--- config.mk ---
export PLATFORM = sky130hd
export DESIGN_NAME = mem_access_unit
export DESIGN_NICKNAME = d
export VERILOG_FILES = /design/src/rtl/mem_access_unit_pkg.sv /design/src/rtl/mem_lane_unit.sv /design/src/rtl/mem_access_unit.sv
export SDC_FILE = /design/constraint.sdc
export NUM_CORES = 1
export LEC_CHECK = 0
export ABC_AREA = 1
export CAP_MARGIN = 40
export CORE_ASPECT_RATIO = 2
export CORE_UTILIZATION = 62
export DETAILED_ROUTE_END_ITERATION = 10
export DONT_BUFFER_PORTS = 1
export PLACE_DENSITY_LB_ADDON = 0.15
export SLEW_MARGIN = 10
export SYNTH_ARGS = -nofsm -noshare
export SYNTH_HDL_FRONTEND = slang
export SYNTH_SLANG_ARGS = --single-unit
--- constraint.sdc ---
create_clock -name clk -period 4.7 [get_ports clk]
set_clock_uncertainty 0.15 [all_clocks]
set_input_delay 0.47 -clock clk [delete_from_list [all_inputs] [get_ports clk]]
set_output_delay 0.47 -clock clk [all_outputs]
set_load 0.02 [all_outputs]
--- src/rtl/mem_access_unit_pkg.sv ---
// Shared definitions for the MEM-stage load/store sequencer: op and state
// encodings, request payload, data constants and the alignment helper.
package mem_access_unit_pkg;

  localparam int unsigned DATA_W = 32;
  localparam int unsigned LANE_W = 2;

  localparam logic              VALID   = 1'b1;
  localparam logic              INVALID = 1'b0;
  localparam logic [DATA_W-1:0] ZERO    = '0;

  typedef enum logic [2:0] {
    OP_LB  = 3'b000,
    OP_LH  = 3'b001,
    OP_LW  = 3'b010,
    OP_SB  = 3'b011,
    OP_LBU = 3'b100,
    OP_LHU = 3'b101,
    OP_SW  = 3'b110,
    OP_SH  = 3'b111
  } op_e;

  typedef enum logic [1:0] {
    ST_IDLE   = 2'b00,
    ST_ACCESS = 2'b01,
    ST_RMW_WR = 2'b10,
    ST_RESP   = 2'b11
  } state_e;

  // Request fields captured on accept; only the byte lane of the address is
  // needed after the word address has been registered.
  typedef struct packed {
    op_e               op;
    logic [LANE_W-1:0] lane;
    logic [DATA_W-1:0] wdata;
  } mem_req_t;

  function automatic logic is_load(input op_e op);
    logic res;
    res = !((op == OP_SB) || (op == OP_SH) || (op == OP_SW));
    return res;
  endfunction

  // Halfword ops need an even address, word ops a word-aligned one.
  function automatic logic is_misaligned(input op_e op, input logic [LANE_W-1:0] lane);
    logic res;
    res = INVALID;
    case (op)
      OP_LH, OP_LHU, OP_SH: res = lane[0];
      OP_LW, OP_SW:         res = (lane != 2'b00);
      default:              res = INVALID;
    endcase
    return res;
  endfunction

endpackage

--- src/rtl/mem_lane_unit.sv ---
// Byte-lane steering between a memory word and the pipeline.
//   op           : access type
//   lane         : addr[1:0] of the access
//   word         : word read from memory
//   wdata        : store data from the pipeline
//   load_val_c   : selected byte/halfword/word, sign or zero extended
//   store_word_c : word with the addressed byte/halfword replaced by wdata
module mem_lane_unit
  import mem_access_unit_pkg::*;
#(
  parameter bit BIG_ENDIAN = 1'b0
) (
  input  op_e               op,
  input  logic [LANE_W-1:0] lane,
  input  logic [DATA_W-1:0] word,
  input  logic [DATA_W-1:0] wdata,
  output logic [DATA_W-1:0] load_val_c,
  output logic [DATA_W-1:0] store_word_c
);

  logic [1:0]  byte_pos;
  logic        half_pos;
  logic [7:0]  sel_byte;
  logic [15:0] sel_half;

  // In big-endian mode lane 3-n is ~n; a halfword pair {a1,0},{a1,1} then
  // lands in the opposite half with its bytes already in value order.
  always_comb begin
    byte_pos     = BIG_ENDIAN ? ~lane : lane;
    half_pos     = BIG_ENDIAN ? ~lane[1] : lane[1];
    sel_byte     = word[{byte_pos, 3'b000} +: 8];
    sel_half     = word[{half_pos, 4'b0000} +: 16];
    load_val_c   = word;
    store_word_c = word;
    case (op)
      OP_LB:   load_val_c = {{24{sel_byte[7]}}, sel_byte};
      OP_LBU:  load_val_c = {24'h000000, sel_byte};
      OP_LH:   load_val_c = {{16{sel_half[15]}}, sel_half};
      OP_LHU:  load_val_c = {16'h0000, sel_half};
      OP_SB:   store_word_c[{byte_pos, 3'b000} +: 8] = wdata[7:0];
      OP_SH:   store_word_c[{half_pos, 4'b0000} +: 16] = wdata[15:0];
      OP_SW:   store_word_c = wdata;
      default: load_val_c = word;
    endcase
  end

endmodule

--- src/rtl/mem_access_unit.sv ---
// Load/store sequencer between the pipeline and a word-wide data memory.
// Adds sub-word loads with extension, sub-word stores by read-modify-write,
// alignment/range checking and a req/done handshake.
//   clk, rst_n          : clock, asynchronous active-low reset
//   req/op/addr/wdata   : request, sampled only while idle
//   rdata               : load result, held until the next load completes
//   done, addr_err      : completion pulse and its error flag
//   busy                : high whenever a request is in flight
//   mem_ce/we/addr/wdata: data memory controls (all registered)
//   mem_rdata           : combinational memory read word
module mem_access_unit
  import mem_access_unit_pkg::*;
#(
  parameter int unsigned MEM_WORDS  = 1024,
  parameter bit          BIG_ENDIAN = 1'b0
) (
  input  logic              clk,
  input  logic              rst_n,
  input  logic              req,
  input  logic [2:0]        op,
  input  logic [DATA_W-1:0] addr,
  input  logic [DATA_W-1:0] wdata,
  output logic [DATA_W-1:0] rdata,
  output logic              done,
  output logic              addr_err,
  output logic              busy,
  output logic              mem_ce,
  output logic              mem_we,
  output logic [DATA_W-1:0] mem_addr,
  output logic [DATA_W-1:0] mem_wdata,
  input  logic [DATA_W-1:0] mem_rdata
);

  localparam int unsigned     ADDR_EXT_W = DATA_W + 1;
  localparam logic [DATA_W:0] MEM_BYTES  = ADDR_EXT_W'(MEM_WORDS) << 2;

  state_e            state_q, state_d;
  mem_req_t          req_q, req_d;
  logic [DATA_W-1:0] rdata_q, rdata_d;
  logic              done_q, done_d;
  logic              addr_err_q, addr_err_d;
  logic              busy_q, busy_d;
  logic              mem_ce_q, mem_ce_d;
  logic              mem_we_q, mem_we_d;
  logic [DATA_W-1:0] mem_addr_q, mem_addr_d;
  logic [DATA_W-1:0] mem_wdata_q, mem_wdata_d;

  op_e               op_in;
  logic              req_bad;
  logic [DATA_W-1:0] load_val_c;
  logic [DATA_W-1:0] store_word_c;

  assign op_in   = op_e'(op);
  assign req_bad = is_misaligned(op_in, addr[1:0]) ||
                   ({1'b0, addr} >= MEM_BYTES);

  // Lane steering works on the captured request against the live read word.
  mem_lane_unit #(
    .BIG_ENDIAN (BIG_ENDIAN)
  ) u_lane (
    .op           (req_q.op),
    .lane         (req_q.lane),
    .word         (mem_rdata),
    .wdata        (req_q.wdata),
    .load_val_c   (load_val_c),
    .store_word_c (store_word_c)
  );

  // Next state and next registered outputs.
  always_comb begin
    state_d     = state_q;
    req_d       = req_q;
    rdata_d     = rdata_q;
    done_d      = INVALID;
    addr_err_d  = INVALID;
    mem_ce_d    = INVALID;
    mem_we_d    = INVALID;
    mem_addr_d  = mem_addr_q;
    mem_wdata_d = mem_wdata_q;

    case (state_q)
      ST_IDLE: begin
        if (req) begin
          req_d      = '{op: op_in, lane: addr[1:0], wdata: wdata};
          mem_addr_d = {addr[DATA_W-1:2], 2'b00};
          if (req_bad) begin
            state_d    = ST_RESP;
            done_d     = VALID;
            addr_err_d = VALID;
          end else begin
            state_d  = ST_ACCESS;
            mem_ce_d = VALID;
            if (op_in == OP_SW) begin
              mem_we_d    = VALID;
              mem_wdata_d = wdata;
            end
          end
        end
      end

      ST_ACCESS: begin
        if (is_load(req_q.op)) begin
          rdata_d = load_val_c;
          state_d = ST_RESP;
          done_d  = VALID;
        end else if (req_q.op == OP_SW) begin
          state_d = ST_RESP;
          done_d  = VALID;
        end else begin
          // Old word is merged with the store data as it is captured.
          mem_wdata_d = store_word_c;
          mem_ce_d    = VALID;
          mem_we_d    = VALID;
          state_d     = ST_RMW_WR;
        end
      end

      ST_RMW_WR: begin
        state_d = ST_RESP;
        done_d  = VALID;
      end

      ST_RESP: begin
        state_d = ST_IDLE;
      end

      default: begin
        state_d = ST_IDLE;
      end
    endcase

    busy_d = (state_d != ST_IDLE);
  end

  // State and output registers; reset drops the memory strobes at once.
  always_ff @(posedge clk or negedge rst_n) begin
    if (!rst_n) begin
      state_q     <= ST_IDLE;
      req_q       <= '{op: OP_LB, lane: 2'b00, wdata: ZERO};
      rdata_q     <= ZERO;
      done_q      <= INVALID;
      addr_err_q  <= INVALID;
      busy_q      <= INVALID;
      mem_ce_q    <= INVALID;
      mem_we_q    <= INVALID;
      mem_addr_q  <= ZERO;
      mem_wdata_q <= ZERO;
    end else begin
      state_q     <= state_d;
      req_q       <= req_d;
      rdata_q     <= rdata_d;
      done_q      <= done_d;
      addr_err_q  <= addr_err_d;
      busy_q      <= busy_d;
      mem_ce_q    <= mem_ce_d;
      mem_we_q    <= mem_we_d;
      mem_addr_q  <= mem_addr_d;
      mem_wdata_q <= mem_wdata_d;
    end
  end

  assign rdata     = rdata_q;
  assign done      = done_q;
  assign addr_err  = addr_err_q;
  assign busy      = busy_q;
  assign mem_ce    = mem_ce_q;
  assign mem_we    = mem_we_q;
  assign mem_addr  = mem_addr_q;
  assign mem_wdata = mem_wdata_q;

endmodule

# After elaboration in Yosys (flattened, before gate mapping)

Index checks and enable logic that the tools add are counted.

$add $sub $neg: 2
Magnitude comparators: 1
Equal/unequal tests: 19
Shift operators: 6
Multiplexer cells: 31
Bitwise gates (word level): 1
Reduce and logical (&&, ||, !) cells: 13

Operator list:

| cell                                                                 | count |
|---|---|
| 2-to-1 mux 32 bit                                                    | 5 |
| one-hot mux 32 bit (2 select lines)                                  | 2 |
| one-hot mux 32 bit (4 select lines)                                  | 1 |
| bitwise mux 32 bit                                                   | 2 |
| greater-or-equal comparator 32 x 13 -> 1 bit (second input constant) | 1 |
| variable shift 16 x 7 -> 32 bit (first input constant)               | 1 |
| variable shift 8 x 7 -> 32 bit (first input constant)                | 1 |
| indexed part select 16 x 7 -> 32 bit                                 | 1 |
| indexed part select 32 x 6 -> 16 bit                                 | 1 |
| indexed part select 32 x 6 -> 8 bit                                  | 1 |
| indexed part select 8 x 7 -> 32 bit                                  | 1 |
| equality test 3 bit (second input constant)                          | 7 |
| 2-to-1 mux 1 bit                                                     | 14 |
| negator 5 -> 7 bit                                                   | 2 |
| != test 2 bit (second input constant)                                | 5 |
| one-hot mux 2 bit (4 select lines)                                   | 1 |
| equality test 3 x 1 -> 1 bit (second input constant)                 | 2 |
| equality test 3 x 2 -> 1 bit (second input constant)                 | 2 |
| one-hot mux 1 bit (2 select lines)                                   | 3 |
| AND reduction 6 bit                                                  | 1 |
| nonzero test 2 bit                                                   | 3 |
| equality test 2 bit (second input constant)                          | 2 |
| 2-to-1 mux 2 bit                                                     | 2 |
| AND reduction 2 bit                                                  | 2 |
| 8 further kinds                                                      | 10 |

Register bits: 122
Output and inout port bits: 101

# Logic depth before layout (Yosys ltp)

Gate-level depths: netlist of the first run.

Depth in word-level cells: 8
Mapped depth: 15
Mapped depth without buffers: 12

# By module

From an unflattened synthesis of the first run, not the netlist that was laid out.

Cell total of the unflattened synthesis: 1239
Area total of the unflattened synthesis: 8623.3 sq um

By module, submodules not included:

| module          | instances | cells each | area each (sq um) |
|---|---|---|---|
| mem_access_unit | 1         | 581        | 5895.7 |
| mem_lane_unit   | 1         | 658        | 2727.6 |

# Least setup slack after synthesis of the first run

Ideal clock, no wire load.

Path kind: reg2reg
Start: register req_q[33] in the netlist's numbering
End: register mem_wdata_q[0] (netlist: mem_wdata[0])
Setup time: 66 ps
Data arrival time: 1965 ps
Data required time: 4484 ps
Slack: 2519 ps
Cell stages (with the launch flop): 14
Clock period less this slack: 2181 ps
Cells stage by stage: dfrtp_1 inv_1 clkbuf_1 ha_1 buf_2 inv_2 nand2_1 o21ai_0 nand2_1 nand2_1 nand2_1 nand2_1 nand3_1 nand2_1

Cells in the longest elaborated chain, start to end: 7
Elaborated cells on any way between the ends: 12
Those cells by class: add/sub (2); shift (4); mux (6)

Ends and longest elaborated chain:

| item                                                         | line                                     | RTL |
|---|---|---|
| start, declared                                              | mem_access_unit.sv:38                    | `mem_req_t req_q, req_d;` |
| start signal, assigned                                       | mem_access_unit.sv:139                   | `req_q <= '{op: OP_LB, lane: 2'b00, wdata: ZERO};` |
| start signal, assigned                                       | mem_access_unit.sv:150                   | `req_q <= req_d;` |
| negator 5 -> 7 bit, on equally long branches                 | mem_lane_unit.sv:41, mem_lane_unit.sv:40 |  |
| indexed part select 16 x 7 -> 32 bit (tied with other cells) | mem_lane_unit.sv:41                      | `OP_SH: store_word_c[{half_pos, 4'b0000} +: 16] = wdata[15:0];` |
| bitwise mux 32 bit, on equally long branches                 | mem_lane_unit.sv:41, mem_lane_unit.sv:40 |  |
| one-hot mux 32 bit (2 select lines) (*)                      | mem_lane_unit.sv:35                      | `case (op)` |
| 2-to-1 mux 32 bit (*)                                        | mem_access_unit.sv:106                   | `end else if (req_q.op == OP_SW) begin` |
| 2-to-1 mux 32 bit (*)                                        | mem_access_unit.sv:102                   | `if (is_load(req_q.op)) begin` |
| one-hot mux 32 bit (2 select lines) (*)                      | mem_access_unit.sv:81                    | `case (state_q)` |
| end signal, assigned                                         | mem_access_unit.sv:158                   | `mem_wdata_q <= mem_wdata_d;` |
| end, declared                                                | mem_access_unit.sv:46                    | `logic [DATA_W-1:0] mem_wdata_q, mem_wdata_d;` |

Mark *: on every way between the ends. The rest lies on a longest branch, timed or not. The select of a mux whose other input is x is not followed.
A chain may end at the register's enable or synchronous reset.

# Final worst setup path of the first run

Start: register state_q[1]
End: register mem_wdata_q[30] (netlist: mem_wdata[30])

Cells in the longest elaborated chain, start to end: 3
Elaborated cells on any way between the ends: 10
Those cells by class: eq/ne (6); mux (1); reduce/logical (3)

Ends and longest elaborated chain:

| item                                                            | line                   | RTL |
|---|---|---|
| start, declared                                                 | mem_access_unit.sv:37  | `state_e state_q, state_d;` |
| start signal, assigned                                          | mem_access_unit.sv:149 | `state_q <= state_d;` |
| equality test 2 x 1 -> 1 bit or zero test 2 bit (tied branches) | mem_access_unit.sv:81  |  |
| != test 2 bit (no line) or nonzero test 2 bit (tied branches)   | --                     |  |
| AND reduction 6 bit (no line)                                   | --                     |  |

Several ways; a longest one is shown, not always the timed one.

==> metrics.yaml, run 1 <==
finish:
  syn_to_final_growth_pct: 7.86
  final_cell_area_sq_mm: 0.00826
  drive_above_1_share: 0.0700
  fin_cells: 1263
  nets: 1213
  utilization: 0.682
worst_setup_path:
  path_cells: "inv_1 -> ha_1 -> inv_2 -> nor2_1 -> a21oi_1 -> nor2_1 -> nand3_2 -> nand2_1 -> nand2_1"
  cp_num_buf_inv: 2
  worst_path_max_delay_cell: "ha_1"
  cp_top_family: "simple AND/OR/NAND/NOR gates"
  worst-setup-path-type: "reg -> reg"
  cp_max_fo: 44
  slowest_delay_ps: 640
  end_kind: "register"
  cp.arrival_ps: 3480
  start_kind: "register"
  cp_data_required_time_ps: 4850
sta:
  max_freq_mhz: 300
  final_hold_viol_count: 0
  setup_viol: 0
  max_slew_margin: 0.365
  period_minus_slack_ps: 3330
  fin_crit_sh: 0.710
  rsz0062_at_grt: "false"
  fin_setup_tns_ps: 0
  worst_pin_slew_ps: 943
  report.final.slew_viol_count: 0
synth:
  synth_top_area_share: 0.398
  synth_ff_type: "dfrtp_1"
  yosysMostFrequentCell: "nand2_1"
  synth_area_sq_mm: 0.00766
  syn-instance-count: 1143
  yosysSeqAreaShare: 0.398
  yosysWarnings: 0
  synth_seq_cells: 122
  synth_cell_types: 31
  yosys.area.top_type: "dfrtp_1"
  synth.avg_cell_area_sq_um: 6.70
  synth.top_cells.by_area: "dfrtp_1 40%, nand2_1 20%, inv_1 6.3%, o21ai_0 5.5%, nand3_1 5.2%"
  ys_async_sr_fraction: 1.00
  synth-edff-count: 0
  synth_commonest_cells: "402 x nand2_1, 128 x inv_1, 122 x dfrtp_1"
detailed_routing:
  drc_errors: 0
  wl_per_cell_um: 19.8
  vias: 7528
  avgViaCountPerCell: 5.96
  drtIter0Drc: 725
  firstDrtPassIters: 8
  antenna_left: 0
  routed_wl_um: 25100
grt:
  grt_max_degree: 123
  grt-ovfl-total: 0
  grt_pass1_vias: 7308
  antenna_found_initial: 2
  grt_pass1_wl_um: 39000
  grt_util_all_layers: 0.410
power:
  power.switching_mw: 3.58
  power_mw: 6.97
  ir_drop_v: 0.000530
  seq_power_share: 0.370
  internal_power_mw: 3.38
  p_per_area_mw_per_mm2: 843
  p_clk_frac: 0.206
  p_leak_nw: 4.25
  combPwrFrac: 0.424
  swShare: 0.514
place:
  dp_cells: 1228
  place_area_sq_mm: 0.00758
  gp_congestion: 1.01
  portBuffers: 0
  hpwl_um: 17700
clock_network:
  clockBufferDepth: 2
  clockRootBuffer: "clkbuf_16"
  htree_levels: 4
  cts_setup_buffers: 0
  clk_pin_slew_worst_paths_ps: 60
  cts_buffers: 17
  insertion_delay_ps: 420
  cts_tree: "done"
  cts.sinks: 122
floorplanning:
  rows: 57
  die_w_um: 80.6
  fp.coreArea_sq_mm: 0.0121
  die_h_um: 159
  initial_core_util: 0.632
  dieArea_sq_mm: 0.0128
  io_pins: 203
flow_run:
  drv_cap: 0
status:
  status: "finished clean"
min_path:
  hold_path.class: "in -> reg"
## what timing repair did
| action | in CTS | in global routing |
|---|---|---|
| resized for setup | 0 | 0 |
| hold endpoints to repair | 122 | 0 |
| hold buffers | 2 | 0 |
## state kept, by name, summed over array words and instances, names as in the netlist
signal	flops
addr_err	1
mem_addr	30
mem_ce	1
rdata	32
mem_wdata	32
done	1
req_q	21
state_q	2
mem_we	1
busy	1
## kinds of logic after synthesis
| kind of cell | share of synthesized area |
|---|---|
| AOI/OAI and AO/OA | 0.140 |
| adders and majority gates | 0.0147 |
| buffers and inverters | 0.116 |
| DFF | 0.398 |
| other | 0.000489 |
| and+or+nand+nor | 0.329 |
## placed cells by master, fill, tap and decap left out, types with 2 or more instances in the layout
cell,count
nand2_4,2
clkbuf_16,17
nand3_2,2
dfrtp_1,122
conb_1,2
nor2_4,2
nand4_1,16
nor2_2,2
bufinv_16,4
inv_2,6
nand2_2,3
buf_16,2
or2_2,19
nand2_1,401
nor2_1,80
clkinv_4,3
clkinv_1,7
o21ai_1,2
buf_4,7
diode_2,2
inv_1,128
inv_8,2
ha_1,9
o211ai_1,31
nand3_1,80
inv_6,4
o22ai_1,18
a21oi_1,51
o21ai_0,84
## metal layers
layer	global-route usage	routed length [um]	part of all wire
met5	0	0	0
met4	0.365	2560	0.10
met3	0.133	2250	0.090
met2	0.631	11700	0.47
met1	0.435	8570	0.34
## worst paths after layout
path / startpoint / endpoint / slack [ps] / depth (start not counted)
max: state_q[1] / mem_wdata[30] / 1370 / 9
min: addr[6] / mem_addr[6] / 5 / 2
max reg2reg: state_q[1] / mem_wdata[30] / 1370 / 9
min reg2reg: req_q[12] / req_q[12] / 340 / 2
max in group asynchronous: rst_n / mem_wdata[19] / 3410 / 2
min in group asynchronous: rst_n / rdata[7] / 500 / 2
## power groups by stage
stage | Clock [mW] | Combinational (mW) | Sequential, mW
4_1_cts | 1.43 | 2.88 | 2.56
3_3_place_gp | 0 | 2.74 | 2.56
2_1_floorplan | 0 | 2.29 | 2.38
6_report | 1.44 | 2.96 | 2.58
3_5_place_dp | 0 | 2.83 | 2.56
5_1_grt | 1.49 | 3.31 | 2.62
## through the flow
| stage | hold slack, ps | setup WS, ps |
|---|---|---|
| 5_1_grt | 3.83 | 1130 |
| 3_3_place_gp | 26.9 | 1560 |
| 4_1_cts | 6.28 | 1380 |
| 6_report | 4.98 | 1370 |
| 2_1_floorplan | 24.4 | 2520 |
| 3_5_place_dp | 27.0 | 1460 |
## layout make-up
class	instances	area (sq um)
multi-input cells	809	3720
clock inverters	14	211
clock buffers	17	425
inverters	141	529
repair buffers	11	133
well taps	147	184
fillers	1106	3860
diodes	2	5.00
flip-flops and latches	122	3050
No activity file was read; power rests on OpenSTA's default activity.
==> inputs of run 2 (changes only) <==
==> constraint.sdc (replaced) <==
create_clock -name clk -period 3.4 [get_ports clk]
set_clock_uncertainty 0.15 [all_clocks]
set_input_delay 0.34 -clock clk [delete_from_list [all_inputs] [get_ports clk]]
set_output_delay 0.34 -clock clk [all_outputs]
set_load 0.02 [all_outputs]
==> metrics.yaml, run 2 (synthesized netlist as in run 1, its figures left out) <==
clock_network:
  cts.sinks: 122  # unchanged
  cts_tree: "done"
  cts_buffers: 17  # unchanged
  clockBufferDepth: 2  # unchanged
  htree_levels: 4  # unchanged
  insertion_delay_ps: 420  # about the same
  cts_setup_buffers: 0  # unchanged
  clockRootBuffer: "clkbuf_16"
  clk_pin_slew_worst_paths_ps: 60  # about the same
detailed_routing:
  vias: 7833  # +4.1%
  avgViaCountPerCell: 5.92  # -0.74%
  drc_errors: 0  # unchanged
  drtIter0Drc: 797  # +9.9%
  routed_wl_um: 25900  # +3.3%
  firstDrtPassIters: 6  # -2
  wl_per_cell_um: 19.5  # -1.5%
  antenna_left: 0  # unchanged
finish:
  syn_to_final_growth_pct: 15.5
  nets: 1275  # +5.1%
  fillers: 1016  # -8.1%
  final_cell_mix: "401 x nand2_1, 128 x inv_1, 122 x dfrtp_1"
  n_antenna_cell: 0  # -2
  final_common_cell: "nand2_1"
  fin_cells: 1324  # +4.8%
  drive_above_1_share: 0.0722  # +0.00220
grt:
  grt_pass1_vias: 7867  # +7.6%
  grt_util_all_layers: 0.418  # +0.00780
  grt_max_degree: 123  # unchanged
  antenna_found_initial: 0  # -2
  grt_pass1_wl_um: 40000  # +2.6%
  grt-ovfl-total: 0  # unchanged
worst_setup_path:
  cp_data_required_time_ps: 3600  # -1250 ps
  cp_num_buf_inv: 2  # unchanged
  r2r_start: "req_q[33]"
  crit_start: "req_q[33]"
  cp_max_fo: 24  # -45%
  start_kind: "register"
  worst-setup-path-type: "reg -> reg"
  r2r_end: "mem_wdata[12]"
  r2r_setup_slack_ps: 900  # -470 ps
  path_cells: "inv_1 -> buf_4 -> ha_1 -> nor2_1 -> nor2_1 -> nand2_1 -> nand2_1 -> nand2_1 -> nand2_1 -> nand3_1 -> nand2_1"
  path_common_cell: "nand2_1"
  cp.arrival_ps: 2710  # -770 ps
  r2r_cells: 11  # +2
  worst_path_max_delay_cell: "ha_1"
  end_kind: "register"
  slowest_delay_ps: 540  # -100 ps
  cp_top_family: "simple AND/OR/NAND/NOR gates"
power:
  swShare: 0.510  # -0.00435
  p_leak_nw: 4.50  # +6.0%
  ir_drop_v: 0.000871  # +64%
  p_per_area_mw_per_mm2: 1090  # +30%
  power.switching_mw: 4.94  # +38%
  internal_power_mw: 4.74  # +40%
  p_clk_frac: 0.207  # about the same
  seq_power_share: 0.364  # -0.006
  combPwrFrac: 0.429  # +0.005
min_path:
  worstHoldEndpoint: "rdata[22]"
  min_from: "mem_rdata[22]"
  hold_depth: 4  # +2
  hold_path.class: "in -> reg"
place:
  gp_congestion: 1.01  # +0.71%
  dp_cells: 1235  # +0.57%
  hpwl_um: 18100  # +1.9%
  portBuffers: 0  # unchanged
status:
  violations: "hold timing"
  status: "finished with violations"
floorplanning:
  die_h_um: 159  # unchanged
  die_w_um: 80.6  # unchanged
  fp.coreArea_sq_mm: 0.0121  # unchanged
  initial_core_util: 0.632  # unchanged
  dieArea_sq_mm: 0.0128  # unchanged
  rows: 57  # unchanged
  io_pins: 203  # unchanged
sta:
  worst_pin_slew_ps: 727  # -216 ps
  max_freq_mhz: 400  # +33%
  report.final.slew_viol_count: 0  # unchanged
  fin_setup_tns_ps: 0  # unchanged
  fin_crit_sh: 0.736  # +0.0266
  max_slew_margin: 0.515  # +0.150
  whs_ps: -0.0173  # -5.00 ps
  setup_viol: 0  # unchanged
  final_hold_viol_count: 1  # +1
  rsz0062_at_grt: "false"
  period_minus_slack_ps: 2500  # -832 ps
flow_run:
  drv_cap: 0  # unchanged
run 2: changes by cell type in the layout (fill, tap and decap cells not counted):
cell           before  now
clkbuf_1            0    1
buf_16              2    1
buf_8               1    0
clkinv_4            3    1
clkinvlp_4          1    2
diode_2             2    0
buf_12              0    1
dlygate4sd3_1       1   56
buf_4               7   15
inv_6               4    5
run 2: worst max path at each step:
| stage | endpoint | slack [ps] | cells past startpoint |
|---|---|---|---|
| after floorplan | mem_wdata[0] | 1220 | 13 |
| after global placement | rdata[17] | 1010 | 8 |
| after detailed placement | rdata[17] | 1020 | 8 |
| after CTS | mem_wdata[6] | 900 | 9 |
| after global routing | mem_wdata[6] | 720 | 9 |
| final | mem_wdata[12] | 900 | 11 |
run 2: per-layer routing:
| layer | global-route usage | vias up | share of wire |
|---|---|---|---|
| met4 | 0.344 | 0 | 0.089 |
| met2 | 0.701 | 425 | 0.50 |
| met5 | 0 | - | 0 |
| li1 | - | 3650 | - |
| met3 | 0.0871 | 135 | 0.075 |
| met1 | 0.431 | 3623 | 0.33 |
run 2: stage by stage:
stage	area (sq um)	hold slack (ps)	total power, mW	utilization	setup slack [ps]
finish	8850	-0.0173	9.68	0.730	897
global route	8850	35.2	10.3	0.730	724
CTS	8850	1.46	9.60	0.730	902
detailed placement	7620	-103	7.48	0.629	1020
global placement	7620	-103	7.40	0.629	1010
floorplan	7660	-106	6.46	-	1220
run 2: tightest hold or removal path, cell delays in order:
cell and delay [ps]:
nand2_1 30, nand2_1 50, o22ai_1 60, inv_1 50
run 2: cell type report:
| type | count | area [sq um] | area share |
|---|---|---|---|
| repair buffers | 73 | 721 | 0.0814 |
| well taps | 147 | 184 | 0.0208 |
| inverters | 141 | 529 | 0.0598 |
| flip-flops and latches | 122 | 3050 | 0.345 |
| multi-input cells | 809 | 3720 | 0.421 |
| clock buffers | 18 | 429 | 0.0485 |
| clock inverters | 14 | 210 | 0.0238 |
run 2: what timing repair did:
item	in CTS	in global routing
endpoints found under the hold margin	178	0
hold buffers	57	0
gates resized for setup	0	0
run 2: power by group through the flow:
stage | Clock, mW | Combinational [mW] | Sequential [mW]
after global placement | 0 | 3.88 | 3.53
after global routing | 2.07 | 4.63 | 3.61
after CTS | 2.01 | 4.08 | 3.52
final | 2.00 | 4.15 | 3.53
after detailed placement | 0 | 3.95 | 3.53
after floorplan | 0 | 3.17 | 3.29
